==> config.mk <==
export PLATFORM = sky130hd
export DESIGN_NAME = apb2axi
export DESIGN_NICKNAME = d
export VERILOG_FILES = /design/src/rtl/apb2axi_pkg.sv /design/src/rtl/apb2axi.sv
export SDC_FILE = /design/constraint.sdc
export NUM_CORES = 1
export LEC_CHECK = 0
export CELL_PAD_IN_SITES_DETAIL_PLACEMENT = 0
export CELL_PAD_IN_SITES_GLOBAL_PLACEMENT = 1
export CORE_MARGIN = 5
export CORE_UTILIZATION = 28
export DETAILED_ROUTE_END_ITERATION = 7
export PLACE_DENSITY_LB_ADDON = 0.1
export SLEW_MARGIN = 0
export SYNTH_ARGS = -nofsm -noshare
export SYNTH_HDL_FRONTEND = slang
export SYNTH_SLANG_ARGS = --single-unit
==> constraint.sdc <==
create_clock -name ACLK -period 4.5 [get_ports ACLK]
set_input_delay 0.9 -clock ACLK [delete_from_list [all_inputs] [get_ports ACLK]]
set_output_delay 0.9 -clock ACLK [all_outputs]
set_load 0.05 [all_outputs]
==> src/rtl/apb2axi_pkg.sv <==
// apb2axi_pkg: FSM state type, AXI response/burst encodings and response
// classification shared by apb2axi and its bench.
package apb2axi_pkg;
   typedef enum logic [2:0] {IDLE, WR_REQ, WAIT_B, RD_REQ, WAIT_R, RESP} state_t;
   localparam logic [1:0] RESP_OKAY   = 2'b00;
   localparam logic [1:0] RESP_EXOKAY = 2'b01;
   localparam logic [1:0] RESP_SLVERR = 2'b10;
   localparam logic [1:0] RESP_DECERR = 2'b11;
   localparam logic [1:0] BURST_INCR  = 2'b01;
   function automatic logic resp_err(input logic [1:0] r);
      return r == RESP_SLVERR || r == RESP_DECERR;
   endfunction
endpackage

==> src/rtl/apb2axi.sv <==
// apb2axi: APB3/APB4 completer issuing one single-beat AXI4 transaction per transfer.
// Define APB2AXI_PSTRB_EN to add a PSTRB port driving WSTRB_o (otherwise all ones).
module apb2axi
   import apb2axi_pkg::*;
#(
   parameter int          AXI4_ADDRESS_WIDTH = 32,
   parameter int          AXI4_DATA_WIDTH    = 32,
   parameter int          AXI4_ID_WIDTH      = 16,
   parameter int unsigned AXI_ID             = 0,
   parameter int          APB_ADDR_WIDTH     = 32
) (
   input  logic                          ACLK,
   input  logic                          ARESETn,
   input  logic                          PSEL,
   input  logic                          PENABLE,
   input  logic                          PWRITE,
   input  logic [APB_ADDR_WIDTH-1:0]     PADDR,
   input  logic [AXI4_DATA_WIDTH-1:0]    PWDATA,
`ifdef APB2AXI_PSTRB_EN
   input  logic [AXI4_DATA_WIDTH/8-1:0]  PSTRB,
`endif
   output logic [AXI4_DATA_WIDTH-1:0]    PRDATA,
   output logic                          PREADY,
   output logic                          PSLVERR,
   output logic [AXI4_ID_WIDTH-1:0]      AWID_o,
   output logic [AXI4_ADDRESS_WIDTH-1:0] AWADDR_o,
   output logic [7:0]                    AWLEN_o,
   output logic [2:0]                    AWSIZE_o,
   output logic [1:0]                    AWBURST_o,
   output logic [2:0]                    AWPROT_o,
   output logic                          AWVALID_o,
   input  logic                          AWREADY_i,
   output logic [AXI4_DATA_WIDTH-1:0]    WDATA_o,
   output logic [AXI4_DATA_WIDTH/8-1:0]  WSTRB_o,
   output logic                          WLAST_o,
   output logic                          WVALID_o,
   input  logic                          WREADY_i,
   input  logic [AXI4_ID_WIDTH-1:0]      BID_i,
   input  logic [1:0]                    BRESP_i,
   input  logic                          BVALID_i,
   output logic                          BREADY_o,
   output logic [AXI4_ID_WIDTH-1:0]      ARID_o,
   output logic [AXI4_ADDRESS_WIDTH-1:0] ARADDR_o,
   output logic [7:0]                    ARLEN_o,
   output logic [2:0]                    ARSIZE_o,
   output logic [1:0]                    ARBURST_o,
   output logic [2:0]                    ARPROT_o,
   output logic                          ARVALID_o,
   input  logic                          ARREADY_i,
   input  logic [AXI4_ID_WIDTH-1:0]      RID_i,
   input  logic [AXI4_DATA_WIDTH-1:0]    RDATA_i,
   input  logic [1:0]                    RRESP_i,
   input  logic                          RLAST_i,
   input  logic                          RVALID_i,
   output logic                          RREADY_o
);
   state_t                        state;
   logic [AXI4_ADDRESS_WIDTH-1:0] addr_q;
   logic [AXI4_DATA_WIDTH-1:0]    wdata_q;
   logic                          aw_done, w_done, err;
   logic                          aw_next, w_next, both, start, unused;
   assign unused  = ^{BID_i, RID_i, RLAST_i};
   assign start   = state == IDLE && PSEL && PENABLE;
   assign aw_next = aw_done | (AWVALID_o & AWREADY_i);
   assign w_next  = w_done | (WVALID_o & WREADY_i);
   assign both    = aw_next & w_next;
   assign AWVALID_o = state == WR_REQ && !aw_done;
   assign WVALID_o  = state == WR_REQ && !w_done;
   assign ARVALID_o = state == RD_REQ;
   assign BREADY_o  = state == WAIT_B;
   assign RREADY_o  = state == WAIT_R;
   assign PREADY    = state == RESP;
   assign PSLVERR   = state == RESP && err;
   assign AWID_o    = AXI4_ID_WIDTH'(AXI_ID);
   assign ARID_o    = AXI4_ID_WIDTH'(AXI_ID);
   assign AWADDR_o  = addr_q;
   assign ARADDR_o  = addr_q;
   assign AWLEN_o   = '0;
   assign ARLEN_o   = '0;
   assign AWSIZE_o  = 3'($clog2(AXI4_DATA_WIDTH / 8));
   assign ARSIZE_o  = 3'($clog2(AXI4_DATA_WIDTH / 8));
   assign AWBURST_o = BURST_INCR;
   assign ARBURST_o = BURST_INCR;
   assign AWPROT_o  = '0;
   assign ARPROT_o  = '0;
   assign WDATA_o   = wdata_q;
   assign WLAST_o   = 1'b1;
`ifdef APB2AXI_PSTRB_EN
   logic [AXI4_DATA_WIDTH/8-1:0] wstrb_q;
   always_ff @(posedge ACLK or negedge ARESETn)
      if (!ARESETn) wstrb_q <= '0;
      else if (start) wstrb_q <= PSTRB;
   assign WSTRB_o = wstrb_q;
`else
   assign WSTRB_o = '1;
`endif
   // AW and W complete independently; the sticky flags let either order finish
   always_ff @(posedge ACLK or negedge ARESETn)
      if (!ARESETn) begin
         state   <= IDLE;
         addr_q  <= '0;
         wdata_q <= '0;
         aw_done <= 1'b0;
         w_done  <= 1'b0;
         err     <= 1'b0;
         PRDATA  <= '0;
      end else
         case (state)
            IDLE: if (start) begin
               addr_q  <= AXI4_ADDRESS_WIDTH'(PADDR);
               wdata_q <= PWDATA;
               state   <= PWRITE ? WR_REQ : RD_REQ;
            end
            WR_REQ: begin
               aw_done <= aw_next & ~both;
               w_done  <= w_next & ~both;
               state   <= both ? WAIT_B : WR_REQ;
            end
            WAIT_B: if (BVALID_i) begin
               err   <= resp_err(BRESP_i);
               state <= RESP;
            end
            RD_REQ: if (ARREADY_i) state <= WAIT_R;
            WAIT_R: if (RVALID_i) begin
               PRDATA <= RDATA_i;
               err    <= resp_err(RRESP_i);
               state  <= RESP;
            end
            RESP: state <= IDLE;
            default: state <= IDLE;
         endcase
endmodule

Word level (Yosys, flattened, before mapping)

Cells that the tools add are included.
Widths: inputs -> output; s select.

Flip-flop bits (word level): 102
Input bits: 143
Output and inout port bits: 204
Logic and storage cells: 53

Eq/ne operators: 13
Multiplexer cells: 10
Bitwise operators: 8
Reductions and logical operators: 15

Operators by type and width:

| kind               | number |
|---|---|
| $pmux 3 s5         | 1 |
| $mux 3             | 4 |
| $eq 2x2->1 const B | 4 |
| $eq 3x2->1 const B | 2 |
| $eq 3x3->1 const B | 2 |
| $ne 2x2->1 const B | 3 |
| $and 1x1->1        | 5 |
| $logic_and 1x1->1  | 5 |
| $mux 2             | 2 |
| $reduce_and 2->1   | 2 |
| $reduce_and 4->1   | 1 |
| $eq 3x1->1 const B | 1 |
| $logic_not 3->1    | 1 |
| $reduce_and 3->1   | 1 |
| $logic_not 1->1    | 2 |
| $logic_or 1x1->1   | 2 |
| $mux 1             | 2 |
| $ne 2x1->1 const B | 1 |
| $or 1x1->1         | 2 |
| $pmux 1 s2         | 1 |
| $reduce_bool 2->1  | 1 |
| $not 1->1          | 1 |

Logic depth before layout (Yosys ltp)

Gate-level depths: netlist of run 1.

Depth in word-level cells: 7
Gate-level depth with buffers: 5
Mapped depth without buffers: 3

Worst setup path after synthesis of run 1

No wires, ideal clock.

Path kind: reg-to-output
Start point: register state[1]
End point: output port PSLVERR
Arrival time: 1.872 ns
Required time: 3.600 ns
Setup slack: 1.728 ns
Cell stages (with the launch flop): 5
Buffers on the path: 1
Cells stage by stage: dfrtp_1 buf_6 nand2b_4 nor2_1 and2_1

Word-level cells in the longest chain between the ends: 2

RTL lines:

| item                   | line           | source |
|---|---|---|
| start, declared        | apb2axi.sv:57  | `state_t state;` |
| start signal, assigned | apb2axi.sv:112 | `state <= PWRITE ? WR_REQ : RD_REQ;` |
| start signal, assigned | apb2axi.sv:117 | `state <= both ? WAIT_B : WR_REQ;` |
| $eq 3x3->1             | -              |  |
| via PREADY             | apb2axi.sv:23  | `output logic PREADY,` |
| $logic_and 1x1->1      | apb2axi.sv:73  | `assign PSLVERR = state == RESP && err;` |
| end, declared          | apb2axi.sv:24  | `output logic PSLVERR,` |

The timed path passes the listed nets, and every way through them passes these cells.

Worst setup path after layout of run 1

Start point: register state[0]
End point: output port ARVALID_o

Word-level cells in the longest chain between the ends: 1

RTL lines:

| item          | line          | source |
|---|---|---|
| $eq 3x2->1    | apb2axi.sv:69 | `assign ARVALID_o = state == RD_REQ;` |
| end, declared | apb2axi.sv:48 | `output logic ARVALID_o,` |

Every way passes these cells.

==> impl_metrics.csv, run 1 <==
group,metric,value,unit
floorplan,core,17120,um2
clock_network,post_cts_buffers,0,
detailed_routing,vias,3149,
timing,hold_violations,0,
worst_setup_path,required,3.60,ns
final_layout,final_area,7208,um2
timing,slew_viol_final,0,
worst_setup_path,crit_arrival,2.33,ns
worst_setup_path,reg2reg_depth,4,
floorplan,io_pins,347,
detailed_routing,vias_per_cell,3.961,
final_layout,drive_gt1_frac,0.2088,
clock_network,numCtsBuffers,9,
clock_network,ctsRootBufferMaster,"clkbuf_16",
floorplan,dieHeight,141.2,um
timing,setup_viol,0,
final_layout,antenna_cells,0,
yosys,synth-seq-cells,102,
place,dp_hpwl,9.905,mm
worst_setup_path,r2r_end,"ARADDR_o[28]",
yosys,synth_edf_count,0,
power_and_ir_drop,p_leak,3.025,nW
worst_hold_path,worst_hold_path.num_cells,1,
detailed_routing,drtIter0Drc,80,
clock_network,cts_tree,"done",
detailed_routing,wire_per_inst,15.91,um
yosys,synth.top_cell.area_share,0.5299,
detailed_routing,first_pass_iters,3,
yosys,synth.cell_area,4817,um2
global_routing,grt_max_degree,80,
detailed_routing,ant_nets,0,
worst_hold_path,min_to,"PRDATA[1]",
worst_setup_path,r2r-start,"state[0]",
global_routing,grt_use_total,0.1238,
clock_network,cts_resized,0,
timing,rsz0062_at_grt,"no",
yosys,netlist_top_cells_count,"buf_4 (102), dfrtp_1 (102), mux2_2 (97)",
yosys,avgSynthCellArea,13.53,um2
status,status,"finished clean",
worst_setup_path,reg2reg_slack,2.31,ns
worst_setup_path,crit_fanout,15,
power_and_ir_drop,ir_drop,0.0004612,V
global_routing,grt_pass1_wl,19.02,mm
timing,clock_skew,0.01151,ns
clock_network,worstSkewPairLatency,0.34,ns
yosys,ys_seq_area_frac,0.5299,
detailed_routing,routed_wl,12.65,mm
run,maxCapViolations,0,
clock_network,clock_sinks,102,
clock_network,cts_hold_buf,0,
clock_network,htreeDepth,3,
worst_setup_path,critPathCaptureType,"primary output",
timing,relSlewSlack,0.3131,
yosys,postSynthCellCount,356,
global_routing,grt_overflow,0,
place,io_buffers,242,
yosys,ys.warnings.count,0,
yosys,yosysTopAreaCell,"dfrtp_1",
timing,clock.fmax,0.3098,GHz
timing,period_share,0.7173,
detailed_routing,drc,0,
final_layout,fin_nets,708,
place,routabilityCongestion,0.7096,
yosys,synth_cell_types,30,
floorplan,die_area,19930,um2
global_routing,antenna_found_initial,0,
timing,tightest_slew,1.030,ns
yosys,synth-main-ff-cell,"dfrtp_1",
floorplan,die_w,141.2,um
floorplan,start_util,0.2814,
floorplan,row_count,48,
global_routing,grt_pass1_vias,3232,
timing,fin_crit,3.228,ns
clock_network,cts.path.max_buffers,2,
worst_hold_path,hold_start,"PRDATA[1]",
clock_network,clk_pin_slew_worst_paths,0.07,ns
worst_setup_path,worstSetupStartpointType,"register",
timing,finalSetupTns,0,ns
power_and_ir_drop,p_per_area,941.8,nW/um2
yosys,yosys-top-cells-area,"dfrtp_1 (53%), mux2_2 (23%), buf_4 (16%)",
final_layout,area_delta_synth_final,49.64,%
place,placed_cell_area,6905,um2
worst_hold_path,hp-class,"reg -> reg",
yosys,synthArstFlopShare,1.000,
worst_setup_path,setup.worst_path.class,"reg -> out",
[cells by family (layout without fill, tap and decap cells)]
kind of cell	Yosys count	in the layout	share of synthesized area
AO/OA/AOI/OAI	15	15	0.02182
buffers and inverters	116	263	0.1860
flip-flops	102	102	0.5299
multiplexers	99	99	0.2312
other	2	69	0.001559
AND/OR/NAND/NOR	22	22	0.02961
[state kept, by name, summed over array words and instances, names as in the netlist]
signal,count
ARADDR_o,32
PRDATA,32
WDATA_o,32
state,3
aw_done,1
err,1
w_done,1
[power breakdown]
| part | switching, mW | total, mW | internal [mW] |
|---|---|---|---|
| registers | 0.294 | 1.67 | 1.38 |
| clock network | 0.334 | 0.795 | 0.462 |
| logic | 2.83 | 4.32 | 1.49 |
[worst max-delay path by stage]
stage	from	to	slack (ns)
detailed placement	state[0]	ARVALID_o	1.62
floorplan	state[1]	PSLVERR	1.73
global placement	PENABLE	WDATA_o[30]	1.62
CTS	state[0]	ARVALID_o	1.22
finish	state[0]	ARVALID_o	1.27
global route	state[0]	ARVALID_o	1.13
[critical path, cell delays in order (launching register included)]
cell,delay [ns]
dfrtp_1,0.65
inv_1,0.14
or2_2,0.34
inv_1,0.06
clkdlybuf4s50_1,0.79
[layout make-up]
class,instances,area (um2)
Clock buffer,13,260.3
Clock inverter,3,42.54
Fill cell,1645,9908
Inverter,2,7.507
Multi-Input combinational cell,205,1622
Sequential cell,102,2552
Tap cell,225,281.5
Timing Repair Buffer,245,2442
[layout by cell type, fill, tap and decap left out, drive strengths merged, types with 2 or more instances in the layout]
cell type      instances
o21a                   2
clkbuf                13
nor3b                  2
nand2b                 4
conb                  69
nor2                   8
a21oi                  5
inv                    2
dfrtp                102
buf                    4
clkdlybuf4s50        241
mux2                  98
nand3b                 3
[through the flow]
| step | setup slack (ns) | hold slack [ns] | utilization | total power [mW] | cells |
|---|---|---|---|---|---|
| after global placement | 1.618 | 0.4700 | 0.4034 | 6.040 | 779 |
| final | 1.272 | 0.4842 | 0.4211 | 6.789 | 795 |
| after detailed placement | 1.616 | 0.4782 | 0.4034 | 6.073 | 779 |
| after global routing | 1.131 | 0.5138 | 0.4211 | 7.092 | 795 |
| after CTS | 1.218 | 0.4925 | 0.4211 | 6.897 | 795 |
| after floorplan | 1.728 | 0.4720 | - | 4.821 | 423 |
[per-layer routing]
layer  share of wire  track usage
met2            0.50       0.2087
met5               0            0
met1            0.38       0.1472
met4           0.016      0.04437
met3            0.10      0.04138
(Power assumes the default switching activity.)
==> run 2: changes to the inputs <==
CORE_UTILIZATION = 23   (was 28)
clock period = 2.85 ns   (was 4.5 ns; I/O delays follow)
==> impl_metrics.csv, run 2 (synthesized netlist as in run 1, its figures left out) <==
group,metric,value,unit
status,status,"finished clean",
power_and_ir_drop,intPower,5.375,mW
clock_network,post_cts_buffers,0,
final_layout,final_common_cell,"clkdlybuf4s50_1",
power_and_ir_drop,p_clk_frac,0.125,
final_layout,instances_no_fill,851,
detailed_routing,drtIter0Drc,90,
timing,hold_violations,0,
clock_network,clk_pin_slew_worst_paths,0.07,ns
worst_setup_path,cpMaxStageDelayCell,"clkdlybuf4s50_1",
detailed_routing,routed_wl,13.41,mm
timing,tightest_slew,0.7159,ns
final_layout,drive_gt1_frac,0.2191,
power_and_ir_drop,p_per_area,1472,nW/um2
global_routing,grt_max_degree,54,
worst_setup_path,worstSetupStartpointType,"register",
worst_setup_path,setup.worst_path.class,"reg -> out",
detailed_routing,vias_per_cell,3.766,
worst_setup_path,r2r-start,"state[2]",
place,post-place-cells,834,
floorplan,dieHeight,154.7,um
power_and_ir_drop,p_switching,5.508,mW
place,dp_hpwl,10.54,mm
timing,clock_skew,0.009478,ns
timing,slew_viol_final,0,
worst_setup_path,critPathCaptureType,"primary output",
final_layout,mostFrequentLayoutCells,"clkdlybuf4s50_1 (240), dfrtp_1 (102), mux2_2 (97)",
worst_setup_path,required,2.28,ns
worst_setup_path,path_cells,"nand2b_4 -> nor2_1 -> and2_1 -> clkdlybuf4s50_1",
timing,clock.fmax,0.3693,GHz
power_and_ir_drop,sw_frac_of_total,0.5061,
detailed_routing,vias,3205,
timing,hold-worst-slack,0.2573,ns
global_routing,antenna_found_initial,1,
power_and_ir_drop,p_leak,3.083,nW
final_layout,area_delta_synth_final,53.48,%
floorplan,die_w,154.7,um
place,routabilityCongestion,0.7293,
worst_setup_path,worst_path_largest_cell_delay,0.80,ns
floorplan,die_area,23940,um2
detailed_routing,ant_nets,0,
timing,setup_viol,0,
power_and_ir_drop,combPwrFrac,0.633,
global_routing,grt_use_total,0.1086,
clock_network,cts.path.max_buffers,2,
power_and_ir_drop,pwr-share-seq,0.242,
timing,fin_crit,2.708,ns
floorplan,io_pins,347,
place,io_buffers,242,
floorplan,row_count,53,
power_and_ir_drop,fin_total_pwr,10.88,mW
timing,rsz0062_at_grt,"no",
clock_network,cts_tree,"done",
global_routing,grt_overflow,0,
clock_network,clock_sinks,102,
detailed_routing,wire_per_inst,15.76,um
clock_network,cts_hold_buf,0,
clock_network,ctsRootBufferMaster,"clkbuf_16",
clock_network,numCtsBuffers,9,
worst_setup_path,reg2reg_depth,4,
worst_hold_path,hp-class,"in -> async",
timing,period_share,0.9501,
worst_setup_path,crit_fanout,11,
final_layout,fin_nets,713,
timing,relSlewSlack,0.5228,
detailed_routing,drc,0,
clock_network,htreeDepth,3,
power_and_ir_drop,ir_drop,0.0004258,V
global_routing,grt_pass1_vias,3306,
clock_network,cts_resized,0,
global_routing,grt_pass1_wl,20.15,mm
worst_setup_path,path_delay_family,"buffers and inverters",
run,maxCapViolations,0,
worst_setup_path,path_buf_inv,1,
floorplan,core,20820,um2
detailed_routing,first_pass_iters,4,
worst_setup_path,r2r_end,"ARADDR_o[12]",
floorplan,start_util,0.2313,
worst_setup_path,crit_arrival,2.14,ns
timing,finalSetupTns,0,ns
clock_network,worstSkewPairLatency,0.34,ns
worst_setup_path,reg2reg_slack,0.91,ns
-- run 2: worst max path at each step --
stage / from / to / depth (start not counted)
floorplan: state[1] / PSLVERR / 4
global placement: state[1] / PSLVERR / 4
detailed placement: PSEL / ARADDR_o[27] / 4
CTS: state[1] / PSLVERR / 4
global route: state[1] / PSLVERR / 4
finish: state[1] / PSLVERR / 4
-- run 2: routing by layer --
layer,GRT usage,wire (um),up-vias
li1,-,-,1465
met1,0.1185,4902,1571
met2,0.1978,7149,158
met3,0.03833,1162,11
met4,0.03238,197,0
met5,0,0,-
-- run 2: through the flow --
| step | instance area [um2] | setup slack, ns | util |
|---|---|---|---|
| after floorplan | 5069 | 0.4081 | - |
| after global placement | 7066 | 0.5058 | 0.3393 |
| after detailed placement | 7066 | 0.5120 | 0.3393 |
| after CTS | 7391 | 0.1074 | 0.3549 |
| after global routing | 7391 | 0.007819 | 0.3549 |
| final | 7393 | 0.1423 | 0.3551 |
-- run 2: power by group through the flow --
stage / clock, mW / sequential, mW / combinational (mW)
after CTS: 1.44 / 2.65 / 6.98
after global routing: 1.50 / 2.76 / 7.13
after floorplan: 0 / 5.03 / 2.59
after global placement: 0 / 2.65 / 6.95
after detailed placement: 0 / 2.68 / 6.97
final: 1.36 / 2.63 / 6.89
-- run 2: final cells by class --
class | instances | area [um2]
flip-flops and latches | 102 | 2552
inverters | 2 | 7.507
clock buffers | 11 | 242.7
fillers | 2045 | 13430
repair buffers | 250 | 2540
well taps | 275 | 344.1
multi-input cells | 205 | 1622
clock inverters | 5 | 82.58
diodes | 1 | 2.502
==> run 3: changes to the inputs <==
CAP_MARGIN = 15   (was unset)
CORE_ASPECT_RATIO = 0.75   (was unset)
==> impl_metrics.csv, run 3 (synthesized netlist as in run 1, its figures left out) <==
group,metric,value,unit
worst_setup_path,path_buf_inv,1,
floorplan,row_count,45,
place,io_buffers,242,
worst_setup_path,path_cells,"nand2b_4 -> nor2_1 -> clkdlybuf4s50_1",
final_layout,final_common_cell,"clkdlybuf4s50_1",
floorplan,die_area,23970,um2
clock_network,htreeDepth,3,
final_layout,area_delta_synth_final,52.70,%
place,routabilityCongestion,0.7118,
timing,hold_violations,0,
detailed_routing,wire_per_inst,15.44,um
timing,slew_viol_final,0,
final_layout,postLayoutCoreUtil,0.3599,
power_and_ir_drop,fin_total_pwr,10.92,mW
timing,tightest_slew,0.7064,ns
final_layout,mostFrequentLayoutCells,"clkdlybuf4s50_1 (239), dfrtp_1 (102), mux2_2 (97)",
global_routing,grt_pass1_wl,19.60,mm
timing,setup_viol,0,
worst_setup_path,path_delay_family,"buffers and inverters",
detailed_routing,vias,3175,
clock_network,cts.path.max_buffers,2,
global_routing,grt_use_total,0.1065,
clock_network,post_cts_buffers,0,
power_and_ir_drop,ir_drop,0.0007041,V
floorplan,io_pins,347,
final_layout,fin_nets,712,
power_and_ir_drop,pwr-share-seq,0.241,
detailed_routing,drtIter0Drc,88,
timing,clock.fmax,0.3790,GHz
worst_setup_path,worst_path_largest_cell_delay,0.83,ns
worst_hold_path,hp-class,"in -> async",
power_and_ir_drop,p_leak,3.085,nW
final_layout,fillers,2021,
timing,finalSetupTns,0,ns
worst_setup_path,setup.worst_path.class,"reg -> out",
global_routing,antenna_found_initial,0,
worst_setup_path,required,2.28,ns
final_layout,instances_no_fill,855,
run,maxCapViolations,0,
clock_network,clock_sinks,102,
place,post-place-cells,840,
clock_network,ctsRootBufferMaster,"clkbuf_16",
detailed_routing,drc,0,
timing,hold-worst-slack,0.2686,ns
status,status,"finished clean",
global_routing,grt_pass1_vias,3189,
floorplan,start_util,0.2357,
detailed_routing,ant_nets,0,
floorplan,dieHeight,135.3,um
worst_setup_path,crit_arrival,2.07,ns
power_and_ir_drop,intPower,5.411,mW
detailed_routing,first_pass_iters,4,
timing,fin_crit,2.638,ns
power_and_ir_drop,sw_frac_of_total,0.5045,
floorplan,die_w,177.1,um
timing,clock_skew,0.008296,ns
timing,relSlewSlack,0.5291,
place,dp_hpwl,10.22,mm
worst_setup_path,crit_fanout,11,
worst_setup_path,critPathCaptureType,"primary output",
floorplan,core,20440,um2
global_routing,grt_overflow,0,
clock_network,clk_pin_slew_worst_paths,0.07,ns
final_layout,drive_gt1_frac,0.2164,
power_and_ir_drop,p_switching,5.509,mW
detailed_routing,vias_per_cell,3.713,
global_routing,grt_max_degree,65,
worst_setup_path,cpMaxStageDelayCell,"clkdlybuf4s50_1",
power_and_ir_drop,p_per_area,1485,nW/um2
clock_network,cts_tree,"done",
worst_setup_path,worstSetupStartpointType,"register",
clock_network,numCtsBuffers,9,
timing,rsz0062_at_grt,"no",
timing,period_share,0.9258,
power_and_ir_drop,combPwrFrac,0.630,
detailed_routing,routed_wl,13.20,mm
clock_network,worstSkewPairLatency,0.34,ns
final_layout,antenna_cells,0,
power_and_ir_drop,p_clk_frac,0.129,
run 3: final timing paths:
kind	cells past startpoint	to	startpoint	slack [ns]
worst max register to register	4	ARADDR_o[14]	state[2]	1.01
worst min-delay path	1	PRDATA[13]	ARESETn	0.27
max in group asynchronous	2	ARADDR_o[18]	ARESETn	1.72
worst max-delay path	3	PREADY	state[1]	0.21
worst min register to register	1	PRDATA[1]	PRDATA[1]	0.49
min in group ACLK	1	PRDATA[1]	PRDATA[1]	0.49
run 3: per-layer routing:
| metal | global-route usage | vias to the layer above | routed length, um |
|---|---|---|---|
| li1 | - | 1466 | - |
| met1 | 0.1323 | 1534 | 5346 |
| met2 | 0.1671 | 164 | 6227 |
| met3 | 0.04715 | 11 | 1454 |
| met4 | 0.03351 | 0 | 170 |
| met5 | 0 | - | 0 |
run 3: per-stage QoR:
stage / area [um2] / setup WS (ns)
after floorplan: 5069 / 0.4081
after global placement: 7017 / 0.5181
after detailed placement: 7017 / 0.4702
after CTS: 7353 / 0.06763
after global routing: 7356 / 0.04260
final: 7356 / 0.2116
run 3: final cells by class:
cell class                      instances  area [um2]  area share
Timing Repair Buffer                  249        2485      0.3378
Clock inverter                          5       107.6     0.01463
Multi-Input combinational cell        205        1622      0.2204
Inverter                                2       7.507    0.001021
Tap cell                              282       352.8     0.04797
Sequential cell                       102        2552      0.3470
Clock buffer                           10       229.0     0.03113
run 3: power groups by stage:
stage	registers [mW]	clock network [mW]	logic (mW)
6_report	2.63	1.41	6.87
4_1_cts	2.65	1.48	6.96
3_3_place_gp	2.64	0	6.96
2_1_floorplan	5.03	0	2.59
3_5_place_dp	2.67	0	6.95
5_1_grt	2.76	1.54	7.13
run 3: worst reg2reg max path, stage by stage, from the launching register on:
cell     delay (ns)
dfrtp_1        0.52
nor2_1         0.20
and4_2         0.27
buf_12         0.31
mux2_2         0.44
run 3: what timing repair did:
| item | in CTS | in global routing |
|---|---|---|
| setup endpoints to repair | 0 | 1 |
| gates resized for setup | 0 | 1 |
| hold buffers | 0 | 0 |
